$ cat src/rtl/hazard_ctrl.sv
// Pipeline hazard control: forwarding selects, load-use and branch handling, and data-memory wait tracking.
// Optional build macro HAZARD_PERF_EN adds the Stall_Cnt/Flush_Cnt performance counters.
module hazard_ctrl #(
  parameter int WAIT_TIMEOUT = 255,
  parameter int CNT_W        = 16
) (
  input  logic             Clk,
  input  logic             Reset,
  input  logic [4:0]       Rs1_D,
  input  logic [4:0]       Rs2_D,
  input  logic [4:0]       Rs1_E,
  input  logic [4:0]       Rs2_E,
  input  logic [4:0]       Rd_E,
  input  logic [4:0]       Rd_M,
  input  logic [4:0]       Rd_W,
  input  logic             RegWrite_M,
  input  logic             RegWrite_W,
  input  logic [1:0]       ResultSrc_E,
  input  logic             PcSrc_E,
  input  logic             MemReq_M,
  input  logic             MemReady,
  output logic [1:0]       Forward_AE,
  output logic [1:0]       Forward_BE,
  output logic             Stall_F,
  output logic             Stall_D,
  output logic             Stall_E,
  output logic             Stall_M,
  output logic             Flush_D,
  output logic             Flush_E,
  output logic             Flush_W,
  output logic [CNT_W-1:0] Wait_Cnt,
  output logic             Mem_Err,
  output logic [1:0]       State_Dbg
`ifdef HAZARD_PERF_EN
  ,
  output logic [31:0]      Stall_Cnt,
  output logic [31:0]      Flush_Cnt
`endif
);

  typedef enum logic [1:0] {
    RUN      = 2'd0,
    MEM_WAIT = 2'd1,
    ERR      = 2'd2
  } state_t;

  localparam logic [CNT_W-1:0] TIMEOUT_C = CNT_W'(WAIT_TIMEOUT);
  localparam logic [CNT_W-1:0] ONE_C     = CNT_W'(1);

  state_t           state;
  logic [CNT_W-1:0] waitCnt;
  logic [CNT_W-1:0] nextCnt;
  logic             memErr;
  logic             loadStall;
  logic             memStall;
  logic             timeoutHit;

  // MEM -> WB priority; register 0 is hardwired and never forwards.
  function automatic logic [1:0] fwdSel(
    input logic [4:0] rs,
    input logic [4:0] rdM,
    input logic       wrM,
    input logic [4:0] rdW,
    input logic       wrW
  );
    logic [1:0] sel;
    sel = 2'b00;
    if (wrM && (rdM != 5'd0) && (rdM == rs)) begin
      sel = 2'b10;
    end else if (wrW && (rdW != 5'd0) && (rdW == rs)) begin
      sel = 2'b01;
    end
    return sel;
  endfunction

  assign Forward_AE = fwdSel(Rs1_E, Rd_M, RegWrite_M, Rd_W, RegWrite_W);
  assign Forward_BE = fwdSel(Rs2_E, Rd_M, RegWrite_M, Rd_W, RegWrite_W);

  assign loadStall = (ResultSrc_E == 2'b01) && (Rd_E != 5'd0) &&
                     ((Rd_E == Rs1_D) || (Rd_E == Rs2_D));

  // MemReq_M/MemReady handshake: an access completes in the cycle where both are
  // high; every cycle with MemReq_M high and MemReady low is a wait cycle.
  assign memStall = MemReq_M && !MemReady;

  always_comb begin
    Stall_F = 1'b0;
    Stall_D = 1'b0;
    Stall_E = 1'b0;
    Stall_M = 1'b0;
    Flush_D = 1'b0;
    Flush_E = 1'b0;
    Flush_W = 1'b0;
    if (memStall) begin
      // Whole front end freezes; WB gets a bubble so nothing retires twice.
      Stall_F = 1'b1;
      Stall_D = 1'b1;
      Stall_E = 1'b1;
      Stall_M = 1'b1;
      Flush_W = 1'b1;
    end else if (PcSrc_E) begin
      Flush_D = 1'b1;
      Flush_E = 1'b1;
    end else if (loadStall) begin
      Stall_F = 1'b1;
      Stall_D = 1'b1;
      Flush_E = 1'b1;
    end
  end

  assign nextCnt    = (waitCnt == {CNT_W{1'b1}}) ? waitCnt : waitCnt + ONE_C;
  assign timeoutHit = (nextCnt >= TIMEOUT_C);

  // Mem_Err rises on the same edge that Wait_Cnt reaches WAIT_TIMEOUT.
  always_ff @(posedge Clk or posedge Reset) begin
    if (Reset) begin
      state   <= RUN;
      waitCnt <= '0;
      memErr  <= 1'b0;
    end else begin
      case (state)
        RUN: begin
          if (memStall) begin
            waitCnt <= ONE_C;
            if (TIMEOUT_C <= ONE_C) begin
              state  <= ERR;
              memErr <= 1'b1;
            end else begin
              state <= MEM_WAIT;
            end
          end
        end
        MEM_WAIT: begin
          if (!memStall) begin
            state   <= RUN;
            waitCnt <= '0;
          end else begin
            waitCnt <= nextCnt;
            if (timeoutHit) begin
              state  <= ERR;
              memErr <= 1'b1;
            end
          end
        end
        ERR: begin
          if (!memStall) begin
            state   <= RUN;
            waitCnt <= '0;
          end else begin
            waitCnt <= nextCnt;
          end
        end
        default: begin
          state   <= RUN;
          waitCnt <= '0;
        end
      endcase
    end
  end

  assign Wait_Cnt  = waitCnt;
  assign Mem_Err   = memErr;
  assign State_Dbg = state;

`ifdef HAZARD_PERF_EN
  always_ff @(posedge Clk or posedge Reset) begin
    if (Reset) begin
      Stall_Cnt <= 32'd0;
      Flush_Cnt <= 32'd0;
    end else begin
      if (Stall_F) begin
        Stall_Cnt <= Stall_Cnt + 32'd1;
      end
      if (Flush_E) begin
        Flush_Cnt <= Flush_Cnt + 32'd1;
      end
    end
  end
`endif

endmodule

$ cat config.mk
export PLATFORM = sky130hd
export DESIGN_NAME = hazard_ctrl
export DESIGN_NICKNAME = d
export VERILOG_FILES = /design/src/rtl/hazard_ctrl.sv
export SDC_FILE = /design/constraint.sdc
export NUM_CORES = 1
export LEC_CHECK = 0
export ABC_AREA = 1
export CORE_UTILIZATION = 40
export DETAILED_ROUTE_END_ITERATION = 6
export HOLD_SLACK_MARGIN = 0.15
export MAX_ROUTING_LAYER = met4
export PLACE_DENSITY = 0.78
export SYNTH_ARGS = -nofsm -noshare
export SYNTH_HDL_FRONTEND = slang
export SYNTH_SLANG_ARGS = --single-unit
export TNS_END_PERCENT = 100
$ cat constraint.sdc
create_clock -name Clk -period 1.9 [get_ports Clk]
set_input_delay 0.38 -clock Clk [delete_from_list [all_inputs] [get_ports Clk]]
set_output_delay 0.38 -clock Clk [all_outputs]
set_load 0.01 [all_outputs]
==> results of run 1 <==
==> per-stage QoR <==
stage                     setup WS (ns)  power, mW  instance area, µm²
after CTS                        -0.156       1.48                3050
after global placement           -0.739       1.12                2940
after global routing             -0.226       1.68                3280
final                            -0.123       1.59                3280
after floorplan                  0.0146      0.787                1850
after detailed placement         -0.909       1.14                2940
==> tightest hold or removal path: stages <==
cell,delay (ns)
clkdlybuf4s50_1,0.39
inv_1,0.05
buf_4,0.26
==> routing by layer <==
| metal | GRT usage, % | share of wire (%) | up-vias |
|---|---|---|---|
| li1 | - | - | 1166 |
| met1 | 28.4 | 37 | 1115 |
| met2 | 44.3 | 52 | 137 |
| met3 | 3.46 | 6.7 | 28 |
| met4 | 10.2 | 3.5 | 0 |
| met5 | - | 0 | - |
==> cell families after synthesis <==
kind of cell | after synthesis | share of synthesized area (%)
flops | 19 | 25.7
simple gates | 146 | 37.1
compound gates | 33 | 10.4
buf+inv | 45 | 10.1
fa+ha+maj | 5 | 3.38
xor+xnor | 28 | 13.3
==> synthesized netlist by cell type (7+ instances only) <==
library cell	number	area (µm²)
nand2_1	64	240
dfrtp_1	19	475
nand4_1	12	75.1
inv_1	38	143
o22ai_1	14	87.6
nand3_1	21	105
nor2_1	27	101
xnor2_1	15	131
o21ai_0	8	40.0
a21oi_1	7	35.0
xor2_1	13	114
==> power by group through the flow <==
stage,registers (mW),clock network [mW],logic [mW]
floorplan,0.494,0,0.292
global placement,0.470,0,0.653
detailed placement,0.473,0,0.665
CTS,0.473,0.301,0.705
global route,0.480,0.327,0.868
finish,0.477,0.307,0.807
==> cell type report <==
type                            instances  area share [%]
Timing Repair Buffer                  134            34.3
Sequential cell                        19            14.6
Multi-Input combinational cell        212            43.0
Clock buffer                            4            1.38
Tap cell                               52            1.99
Inverter                               39            4.70
==> worst paths after layout <==
path                       depth (start not counted)      endpoint  slack (ns)
max in group asynchronous                          3   Wait_Cnt[2]        1.23
max                                               14       Mem_Err       -0.12
min reg2reg                                        1       Mem_Err        0.49
max reg2reg                                       14       Mem_Err       -0.12
min                                                3  State_Dbg[1]        0.43
min in group Clk                                   1       Mem_Err        0.49
==> flip-flops by register name, summed over array words and instances (netlist names) <==
register and cells:
State_Dbg 2, Wait_Cnt 16, Mem_Err 1
==> timing repair <==
action,4_1_cts,5_1_grt
resized for setup,132,56
pin swaps,30,35
endpoints found under the setup margin,14,10
buffers inserted,6,12
==> results.json, run 1 <==
{
  "grt_pass1_vias": 2261,
  "final_layout_size_suffix_gt1_share_pct": 35.5,
  "syn_inst": 276,
  "failed_checks": "setup timing",
  "max_slew_margin_pct": 80.2,
  "seqPwrFrac_pct": 30.0,
  "clock_latency_ns": 0.27,
  "placement.io_buffers": 73,
  "fillerInstances": 299,
  "hold_slack_ns": 0.432,
  "dominantRegCellSynth": "dfrtp_1",
  "power.leakage_nw": 1.53,
  "outcome": "complete, but fails checks",
  "dpl.cell_count": 439,
  "grt_start_max_net_pins": 20,
  "slew_viol_final": 0,
  "die_h_um": 70.0,
  "finalWorstSetupSlack_ns": -0.123,
  "yosysSeqAreaShare_pct": 25.7,
  "final_nets": 458,
  "std_cell_rows": 24,
  "worst_pin_slew_ns": 0.296,
  "wirelength_um": 6870,
  "setup_viol": 6,
  "die_area_mm2": 0.00490,
  "end_kind": "flip-flop",
  "netSwitchingPower_uw": 596,
  "dr.first_iter.drc_count": 164,
  "die_x_um": 70.0,
  "synth-edff-count": 0,
  "critPathRequiredTime_ns": 2.06,
  "arrival_ns": 2.18,
  "cts_tree": "built",
  "avgRoutedWirePerCell_um": 14.9,
  "dr.pass1.iters": 4,
  "netlist-cell-type-count": 27,
  "yosys_warnings": 0,
  "antenna_cells": 0,
  "drc": 0,
  "power_frac_comb_pct": 50.7,
  "async_flop_share_pct": 100,
  "grt_antenna_before_repair": 0,
  "avgSynthCellArea_um2": 6.70,
  "r2r-start": "Wait_Cnt[1]",
  "hold_buffers": 0,
  "cpMaxStageDelayCell": "dfrtp_1",
  "clkTransAtPathRegs_ns": 0.08,
  "ant_nets": 0,
  "crit_chain": "ha_4, inv_4, nor2_4, nand2_4, nor2_4, buf_6, nand2_2, o21ai_2, nor2_1, nand3_2, nand3_2, nand2_1, inv_1, or2_1",
  "clkPwrFrac_pct": 19.3,
  "coreArea_mm2": 0.00438,
  "p_sw_share_pct": 37.4,
  "vias_per_cell": 5.32,
  "crit_start": "Wait_Cnt[1]",
  "grt_util_all_layers_pct": 25.1,
  "cts_buffers": 3,
  "post-route-period-util_pct": 106,
  "cts_root_buffer": "clkbuf_8",
  "pin_count": 74,
  "grt_pass1_wl_um": 9660,
  "cpPeakStageDelay_ns": 0.43,
  "cts_sinks": 19,
  "dpl.hpwl_um": 4570,
  "critPathTopFamily": "simple AND/OR/NAND/NOR gates",
  "syn_nets": 325,
  "crit_fanout": 5,
  "grt_overflow": 0,
  "peakVddDrop_uv": 314,
  "clock.fmax_mhz": 494,
  "start_util_pct": 42.2,
  "rsz0062_at_grt": "true",
  "via_count": 2446,
  "hp-class": "input pin to asynchronous set/reset pin",
  "cts_max_path_buffers": 2,
  "multiInputGateArea_mm2": 0.00141,
  "start_kind": "flip-flop",
  "finClkSkew_ns": 0.00311,
  "h-tree-depth": 1,
  "critPathBufInv": 3,
  "regArea_um2": 479,
  "gp_congestion": 0.851,
  "syn_to_final_growth_pct": 77.1,
  "fin_cells": 460,
  "period_needed_ns": 2.02,
  "layout_common_cells": "nand2_1, buf_4, inv_1, clkdlybuf4s50_1, nor2_1",
  "internal-power_uw": 995,
  "syn-cell-area_mm2": 0.00185,
  "power_density_mw_per_mm2": 486,
  "critical_path_class": "flip-flop to flip-flop",
  "tns_ns": -0.511,
  "max_cap_viol_count": 0,
  "hold_violations": 0,
  "post-route-util_pct": 74.7,
  "ys_ff_latch": 19
}
Power figures use the tool's default switching activity.
==> run 2: changes to the inputs <==
Settings changed: CTS_CLUSTER_SIZE set to 8, PLACE_DENSITY 0.78 to 0.85.
==> run 2 against run 1 <==
Net effect: the flow still finishes with violations (setup timing); register-to-register slack gained 0.03 ns; via count rose by 2.4%; sequential cell count did not move; total power grew 0.76%; cell area decreased by 0.99%; first-iteration DRC count rose by 41%; clock power rose by 1%; die area unchanged; critical path depth is 1 lower; sequential power about the same; worst hold slack improved by 0.0090 ns; final cell count down 0.22%.
==> results.json, run 2 (synthesis results as in run 1) <==
{
  "coreArea_mm2": 0.00438,
  "period_needed_ns": 2.00,
  "seqPwrFrac_pct": 29.8,
  "clkTransAtPathRegs_ns": 0.08,
  "post-route-period-util_pct": 105,
  "crit_chain": "nand2_1, nor2_1, nand2_1, nor2_4, inv_4, nand2_2, nand2_2, nor2_4, nand3_2, nand4_1, nand2_1, nand2_1, nand2_1",
  "avgRoutedWirePerCell_um": 15.4,
  "start_kind": "flip-flop",
  "cts_max_path_buffers": 2,
  "grt_pass1_vias": 2420,
  "rsz0062_at_grt": "true",
  "die_x_um": 70.0,
  "fin_cells": 459,
  "max_slew_margin_pct": 80.7,
  "grt_start_max_net_pins": 20,
  "internal-power_uw": 986,
  "setup_viol": 6,
  "clock.fmax_mhz": 501,
  "antenna_cells": 0,
  "critPathBufInv": 1,
  "hp-class": "input pin to asynchronous set/reset pin",
  "syn_to_final_growth_pct": 75.4,
  "pre_cts_slack_ns": -0.864,
  "power_density_mw_per_mm2": 494,
  "cpPeakStageDelay_ns": 0.40,
  "slew_viol_final": 0,
  "finClkSkew_ns": 0.00143,
  "ant_nets": 0,
  "critPathRequiredTime_ns": 2.07,
  "tns_ns": -0.250,
  "cpMaxStageDelayCell": "dfrtp_1",
  "final_layout_size_suffix_gt1_share_pct": 36.9,
  "wirelength_um": 7090,
  "cts_root_buffer": "clkbuf_8",
  "cts_sinks": 19,
  "worst_pin_slew_ns": 0.287,
  "pin_count": 74,
  "clock_latency_ns": 0.27,
  "critPathTopFamily": "simple AND/OR/NAND/NOR gates",
  "hold_buffers": 0,
  "die_h_um": 70.0,
  "hold_violations": 0,
  "power_mw": 1.60,
  "cts_tree": "built",
  "hold_slack_ns": 0.441,
  "largest_reg_flops": 16,
  "gp_congestion": 0.915,
  "start_util_pct": 42.2,
  "netSwitchingPower_uw": 617,
  "dr.pass1.iters": 5,
  "power_frac_comb_pct": 50.8,
  "grt_pass1_wl_um": 10700,
  "rr_worst_depth": 13,
  "r2r-start": "Wait_Cnt[8]",
  "worst_r2r_endpoint": "State_Dbg[0]",
  "max_cap_viol_count": 0,
  "h-tree-depth": 1,
  "p_sw_share_pct": 38.5,
  "dpl.cell_count": 435,
  "grt_antenna_before_repair": 0,
  "finalWorstSetupSlack_ns": -0.0972,
  "grt_overflow": 0,
  "end_kind": "flip-flop",
  "grt_util_all_layers_pct": 27.9,
  "final_nets": 457,
  "peakVddDrop_uv": 343,
  "layout_common_cells": "buf_4, nand2_1, inv_1, clkdlybuf4s50_1, nor2_1",
  "die_area_mm2": 0.00490,
  "outcome": "complete, but fails checks",
  "critical_path_class": "flip-flop to flip-flop",
  "layout_commonest_cell": "buf_4",
  "clkPwrFrac_pct": 19.4,
  "std_cell_rows": 24,
  "drc": 0,
  "via_count": 2504,
  "crit_top_cell": "nand2_1",
  "crit_fanout": 8,
  "cts_buffers": 3,
  "vias_per_cell": 5.46,
  "r2r_slack_ns": -0.1,
  "placement.io_buffers": 73,
  "failed_checks": "setup timing",
  "dr.first_iter.drc_count": 231,
  "arrival_ns": 2.16,
  "dpl.hpwl_um": 4770,
  "power.leakage_nw": 1.51
}
==> run 2: cell count changes in the layout (fill, tap and decap cells not counted), moves of 3 or more <==
cell	change
dlymetal6s2s_1	+3
xnor2_2	+3
nand2_2	+3
clkdlybuf4s15_1	-3
nor2_2	+3
==> run 2: tightest hold or removal path: stages <==
cell and delay [ns]:
clkdlybuf4s50_1 0.39, inv_1 0.05, buf_4 0.28
==> run 2: cell type report <==
type	count	area, µm²
Timing Repair Buffer	133	1120
Tap cell	52	65.1
Sequential cell	19	482
Multi-Input combinational cell	212	1380
Inverter	39	151
Fill cell	305	1140
Clock buffer	4	45.0
==> run 2: worst max-delay path by stage <==
stage	from	to	slack (ns)	cells after the start
2_1_floorplan	Wait_Cnt[0]	Mem_Err	0.01	13
3_3_place_gp	Rd_E[2]	Stall_D	-0.72	7
3_5_place_dp	Rd_M[0]	Forward_AE[0]	-0.86	6
4_1_cts	Rs1_E[1]	Forward_AE[0]	-0.11	6
5_1_grt	Wait_Cnt[1]	State_Dbg[0]	-0.18	13
6_report	Wait_Cnt[8]	State_Dbg[0]	-0.1	13
==> run 2: per-layer routing <==
layer | part of all wire (%) | GRT usage (%)
met1 | 38 | 30.8
met2 | 53 | 51.6
met3 | 6.5 | 2.45
met4 | 3.1 | 10.7
met5 | 0 | -
==> run 2: what timing repair did <==
| item | CTS | global route |
|---|---|---|
| pin swaps | 26 | 38 |
| buffers inserted | 6 | 14 |
| endpoints found under the hold margin | 0 | 0 |
| endpoints found under the setup margin | 14 | 11 |
| resized for setup | 135 | 55 |
==> run 2: stage by stage <==
stage | util, % | area (µm²)
after floorplan | - | 1850
after global placement | 66.3 | 2910
after detailed placement | 66.3 | 2910
after CTS | 68.9 | 3020
after global routing | 74.0 | 3240
final | 74.0 | 3240
==> run 2: power groups by stage <==
| stage | Combinational [mW] | Sequential (mW) | Clock [mW] |
|---|---|---|---|
| floorplan | 0.292 | 0.494 | 0 |
| global placement | 0.635 | 0.471 | 0 |
| detailed placement | 0.660 | 0.475 | 0 |
| CTS | 0.681 | 0.474 | 0.307 |
| global route | 0.869 | 0.481 | 0.325 |
| finish | 0.814 | 0.477 | 0.311 |
==> RTL change 1 (settings of run 1) <==
Change the parameter `CNT_W` from 16 to 32.
--- a/src/rtl/hazard_ctrl.sv
+++ b/src/rtl/hazard_ctrl.sv
@@ -2,7 +2,7 @@
 // Optional build macro HAZARD_PERF_EN adds the Stall_Cnt/Flush_Cnt performance counters.
 module hazard_ctrl #(
   parameter int WAIT_TIMEOUT = 255,
-  parameter int CNT_W        = 16
+  parameter int CNT_W        = 32
 ) (
   input  logic             Clk,
   input  logic             Reset,
Interface: changed (resized Wait_Cnt); port bits go from 74 to 90. No check against the original RTL was run, so the function may have changed too.
==> RTL change 1 against run 1 <==
The flow still finishes with violations (negative setup slack); power increased by 45%; sequential cell count increased by 16; count of clock-buffer cells in the layout increased by 3; wire length increased by 66%; cell area increased by 57%; clock power increased by 75%; worst setup slack got worse by 95 ps; synthesized area increased by 67%.
==> RTL change 1: results (changes against run 1) <==
| Metric | Value |
|---|---|
| Status | `complete, but fails checks` |
| DR WL met3 | `719 microns (+57%)` |
| Largest register FFs | `32 (+16)` |
| Port-buffer cells | `89 (+22%)` |
| Synth cell count leaders | `nand2_1, nor2_1, inv_1, nand3_1, dfrtp_1` |
| Violated checks | `negative setup slack` |
| Adder-Cell Fraction of Synth Area | `2.03% (-1.4 points)` |
| Fin Setup TNS | `-777 ps (-265 ps)` |
| Total GRT Usage | `28.9% (+3.8 points)` |
| Hold_ws | `477 ps (+44.6 ps)` |
| Slew @ Worst Pin | `462 ps (+166 ps)` |
| WL met1 | `4710 microns (+83%)` |
| Met2 GRT Util | `48.9% (+4.6 points)` |
| H-tree depth | `2 (+1)` |
| CTS buffer count | `5 (+2)` |
| RePlAce Congestion | `0.892 (+4.8%)` |
| Worst-Skew Late Latency | `290 ps (+20 ps)` |
| Setup WS post-layout | `-218 ps (-95.2 ps)` |
| Top cells by area, synth | `dfrtp_1, nand2_1, nor2_1, xor2_1, nand3_1` |
| Total Nets Final | `718 (+57%)` |
| Post-synthesis xor/xnor area fraction | `11.9% (-1.3 points)` |
| Layout cells sized above 1 | `31.2% (-4.3 points)` |
| Final Setup Violations | `5 (-1)` |
| DP Cell Count | `756 (+72%)` |
| Initial DRC Count | `247 (+51%)` |
| Met1 Use GR | `34.1% (+5.7 points)` |
| Routed wl met2 | `5520 microns (+53%)` |
| Global-route wire length before repair | `18300 microns (+89%)` |
| HP Class | `register to register` |
| Post-synthesis compound-gate area fraction | `9.04% (-1.4 points)` |
| Post-detail-place hpwl | `8450 microns (+85%)` |
| Fill count | `610 (+100%)` |
| CP arrival | `2300 ps (+120 ps)` |
[RTL change 1: changes by cell type in the layout (fill, tap and decap cells not counted), moves of 10 or more]
cell,run 1,this run
buf_4,55,97
clkdlybuf4s50_1,27,42
dfrtp_1,16,31
inv_1,34,47
nand2_1,55,147
nand3_1,16,35
nor2_1,22,48
nor2_2,5,16
o21ai_0,6,29
o22ai_1,14,4
[RTL change 1: report_power, final]
group          total, mW  switching [mW]  internal (mW)
logic              0.946           0.502          0.444
clock network      0.537           0.279          0.258
registers          0.818          0.0389          0.779
[RTL change 1: what timing repair did]
action                                  4_1_cts  5_1_grt
buffers inserted                              2        3
endpoints found under the setup margin       15       17
pin swaps                                    30       26
endpoints found under the hold margin         0        0
gates resized for setup                     139       64
[RTL change 1: area by class of cell]
type,instances,area [sq um],area share (%)
clock inverters,1,5.00,0.0970
flip-flops and latches,35,881,17.1
multi-input cells,382,2230,43.3
clock buffers,7,76.3,1.48
well taps,99,124,2.40
repair buffers,193,1640,31.8
inverters,52,203,3.93
==> RTL change 2 (config.mk and constraints of run 1) <==
Without the edit above. Register the output `State_Dbg` once more, cleared by the reset; this adds one clock of latency there. The other outputs are not delayed to match.
--- a/src/rtl/hazard_ctrl.sv
+++ b/src/rtl/hazard_ctrl.sv
@@ -160,7 +160,13 @@
 
   assign Wait_Cnt  = waitCnt;
   assign Mem_Err   = memErr;
-  assign State_Dbg = state;
+  always_ff @(posedge Clk or posedge Reset) begin
+    if (Reset) begin
+      State_Dbg <= '0;
+    end else begin
+      State_Dbg <= state;
+    end
+  end
 
 `ifdef HAZARD_PERF_EN
   always_ff @(posedge Clk or posedge Reset) begin
Function: changed (a bounded check fails within 4 cycles, from zero or initial values and one cycle with Reset high).
==> RTL change 2 against run 1 <==
Critical path depth unchanged; largest power group unchanged; wire length shrank 12%; power rose by 4.1%; die area is 2.8% higher; non-clock buffer count is 25 lower; first-iteration DRC count fell by 17%; the run ends with design-rule violations, negative setup slack left; largest cell class unchanged; sequential cell count rose by 2; cell area decreased by 5.4%; critical path type unchanged; worst setup slack improved by 95 ps; clock skew fell by 0.80 ps; synthesized area up 2.9%.
==> RTL change 2: results (changes against run 1) <==
| Metric | Value |
|---|---|
| Global-route wire length before repair | `9510 microns (-1.6%)` |
| Violated checks | `design-rule violations, negative setup slack` |
| Worst-case clock buffer depth | `2 (unchanged)` |
| Post-synthesis xor/xnor area fraction | `15.6% (+2.4 points)` |
| Top FF cell, synth | `dfrtp_1` |
| Clock Skews | `2.32 ps (-0.797 ps)` |
| Number of global-route vias before repair | `2224 (-1.6%)` |
| Total GRT Usage | `24.0% (-1.1 points)` |
| Vias | `2256 (-7.8%)` |
| Relative slew slack | `81.0% (+0.78 points)` |
| Register area share after synthesis | `27.6% (+1.9 points)` |
| CP arrival | `2080 ps (-100 ps)` |
| Reg2Reg Depth | `14 (unchanged)` |
| Place WS | `-803 ps (+106 ps)` |
| Cell at the root of the clock tree | `clkbuf_8` |
| Layout cells sized above 1 | `30.3% (-5.3 points)` |
| Synth cell count leaders | `nand2_1, inv_1, nor2_1, nand3_1, dfrtp_1` |
| Antenna cell count | `0 (unchanged)` |
| Placed Area | `2900 sq um (-1.4%)` |
| Top cells by area, synth | `dfrtp_1, nand2_1, xor2_1, inv_1, xnor2_1` |
| Post-synthesis compound-gate area fraction | `8.94% (-1.5 points)` |
| Worst-Skew Late Latency | `260 ps` |
| Worst Path Max Fanout | `5 (unchanged)` |
| Reg2reg start | `Wait_Cnt[9]` |
| Syn nets | `326 (+0.31%)` |
| 1st-pass router iterations | `6 (+2)` |
| Largest net degree at the start of global routing | `22 (+10%)` |
| Initial antenna violation count | `0 (unchanged)` |
| # DRC | `1 (+1)` |
| Synth cell types | `33 (+22%)` |
| Setup WS post-layout | `-28.0 ps (+94.7 ps)` |
| Setup CP Type | `register to register` |
| Switching share of total power | `38.3% (+0.87 points)` |
| Multiplexer share of the synthesized area | `0% (unchanged)` |
| H-tree depth | `1 (unchanged)` |
| RePlAce Congestion | `0.948 (+11%)` |
| Fill count | `370 (+24%)` |
| Adder-Cell Fraction of Synth Area | `3.29% (-0.096 points)` |
| CTS buffer count | `3 (unchanged)` |
| HP Class | `input port to asynchronous set/reset pin` |
| Clk slew on worst S/H paths | `80 ps (about the same)` |
| Pleak | `1.47 nW (-3.8%)` |
| Total Nets Final | `433 (-5.5%)` |
| Largest register FFs | `16 (unchanged)` |
| Final Setup Violations | `2 (-4)` |
| Routed len/inst | `13.9 microns (-6.8%)` |
| Synth async-reset ratio | `100% (unchanged)` |
| Status | `complete, but fails checks` |
| Ys Warns | `0 (unchanged)` |
| Initial DRC Count | `136 (-17%)` |
| Port-buffer cells | `73 (unchanged)` |
| Post-detail-place hpwl | `4490 microns (-1.7%)` |
| Max IR drop VDD | `0.363 mV (+16%)` |
| End of the worst register-to-register path | `state[0]` |
## RTL change 2: changes by cell type after synthesis, sizes merged, moves of 4 or more
cell   before  now
a21oi       8    1
inv        39   45
nand2      68   59
nand3      21   26
nand4      12    8
or2         6    2
xor2       13   19
## RTL change 2: through the flow
step / hold WS [ps] / utilization [%] / instances / TNS [ps]
floorplan: 357 / - / 277 / 0
global placement: 448 / 64.7 / 427 / -5530
detailed placement: 450 / 64.7 / 427 / -6100
CTS: 462 / 65.6 / 431 / -65.2
global route: 496 / 69.2 / 435 / -371
finish: 451 / 69.2 / 435 / -49.8
## RTL change 2: critical path, stage by stage, from the launching register on
cell and delay, ps:
dfrtp_1 440, nand2_1 120, nor2_2 160, nand2_1 100, nor2_4 180, buf_6 130
nand2_2 60, nand2_2 100, nand2_2 80, nor2_2 130, nand2_2 80, nand3_2 70
nand2_2 50, nand2_1 50, nand2_1 60
## RTL change 2: cells by family (layout without fill, tap and decap cells)
kind of cell | count (synthesis) | count (layout)
AND/OR/NAND/NOR | 138 | 138
buffers and inverters | 52 | 158
XOR/XNOR | 34 | 34
AO/OA/AOI/OAI | 27 | 27
flip-flops | 21 | 21
adder cells (fa/ha/maj) | 5 | 5
## RTL change 2: cell type report
class | count | share of cell area (%)
sequential | 21 | 17.1
timing repair buffer | 109 | 29.3
inverter | 45 | 5.61
multi-input combinational | 204 | 44.3
clock inverter | 1 | 0.162
tap | 52 | 2.10
clock buffer | 3 | 1.33
## RTL change 2: power by group through the flow
stage | sequential, mW | clock (mW) | combinational [mW]
3_5_place_dp | 0.530 | 0 | 0.694
3_3_place_gp | 0.526 | 0 | 0.676
4_1_cts | 0.520 | 0.311 | 0.688
2_1_floorplan | 0.552 | 0 | 0.312
5_1_grt | 0.533 | 0.326 | 0.882
6_report | 0.528 | 0.303 | 0.825
## RTL change 2: how the worst max path moves through the flow
stage,end,slack (ps),cells after the start
floorplan,state[0],10,15
global placement,Stall_D,-730,6
detailed placement,Stall_D,-800,6
CTS,Forward_AE[0],-70,6
global route,state[1],-90,15
finish,state[0],-30,14
## RTL change 2: metal layers
| layer | track usage (%) | up-vias | wire, microns |
|---|---|---|---|
| met5 | - | - | 0 |
| met4 | 8.22 | 0 | 166 |
| met3 | 2.85 | 14 | 340 |
| met2 | 43.2 | 97 | 3120 |
| met1 | 27.5 | 1051 | 2420 |
| li1 | - | 1094 | - |
## RTL change 2: repair_timing
action	in CTS	in global routing
buffers inserted	0	4
endpoints found under the setup margin	14	10
hold buffers	0	0
resized for setup	112	58
pin swaps	24	31
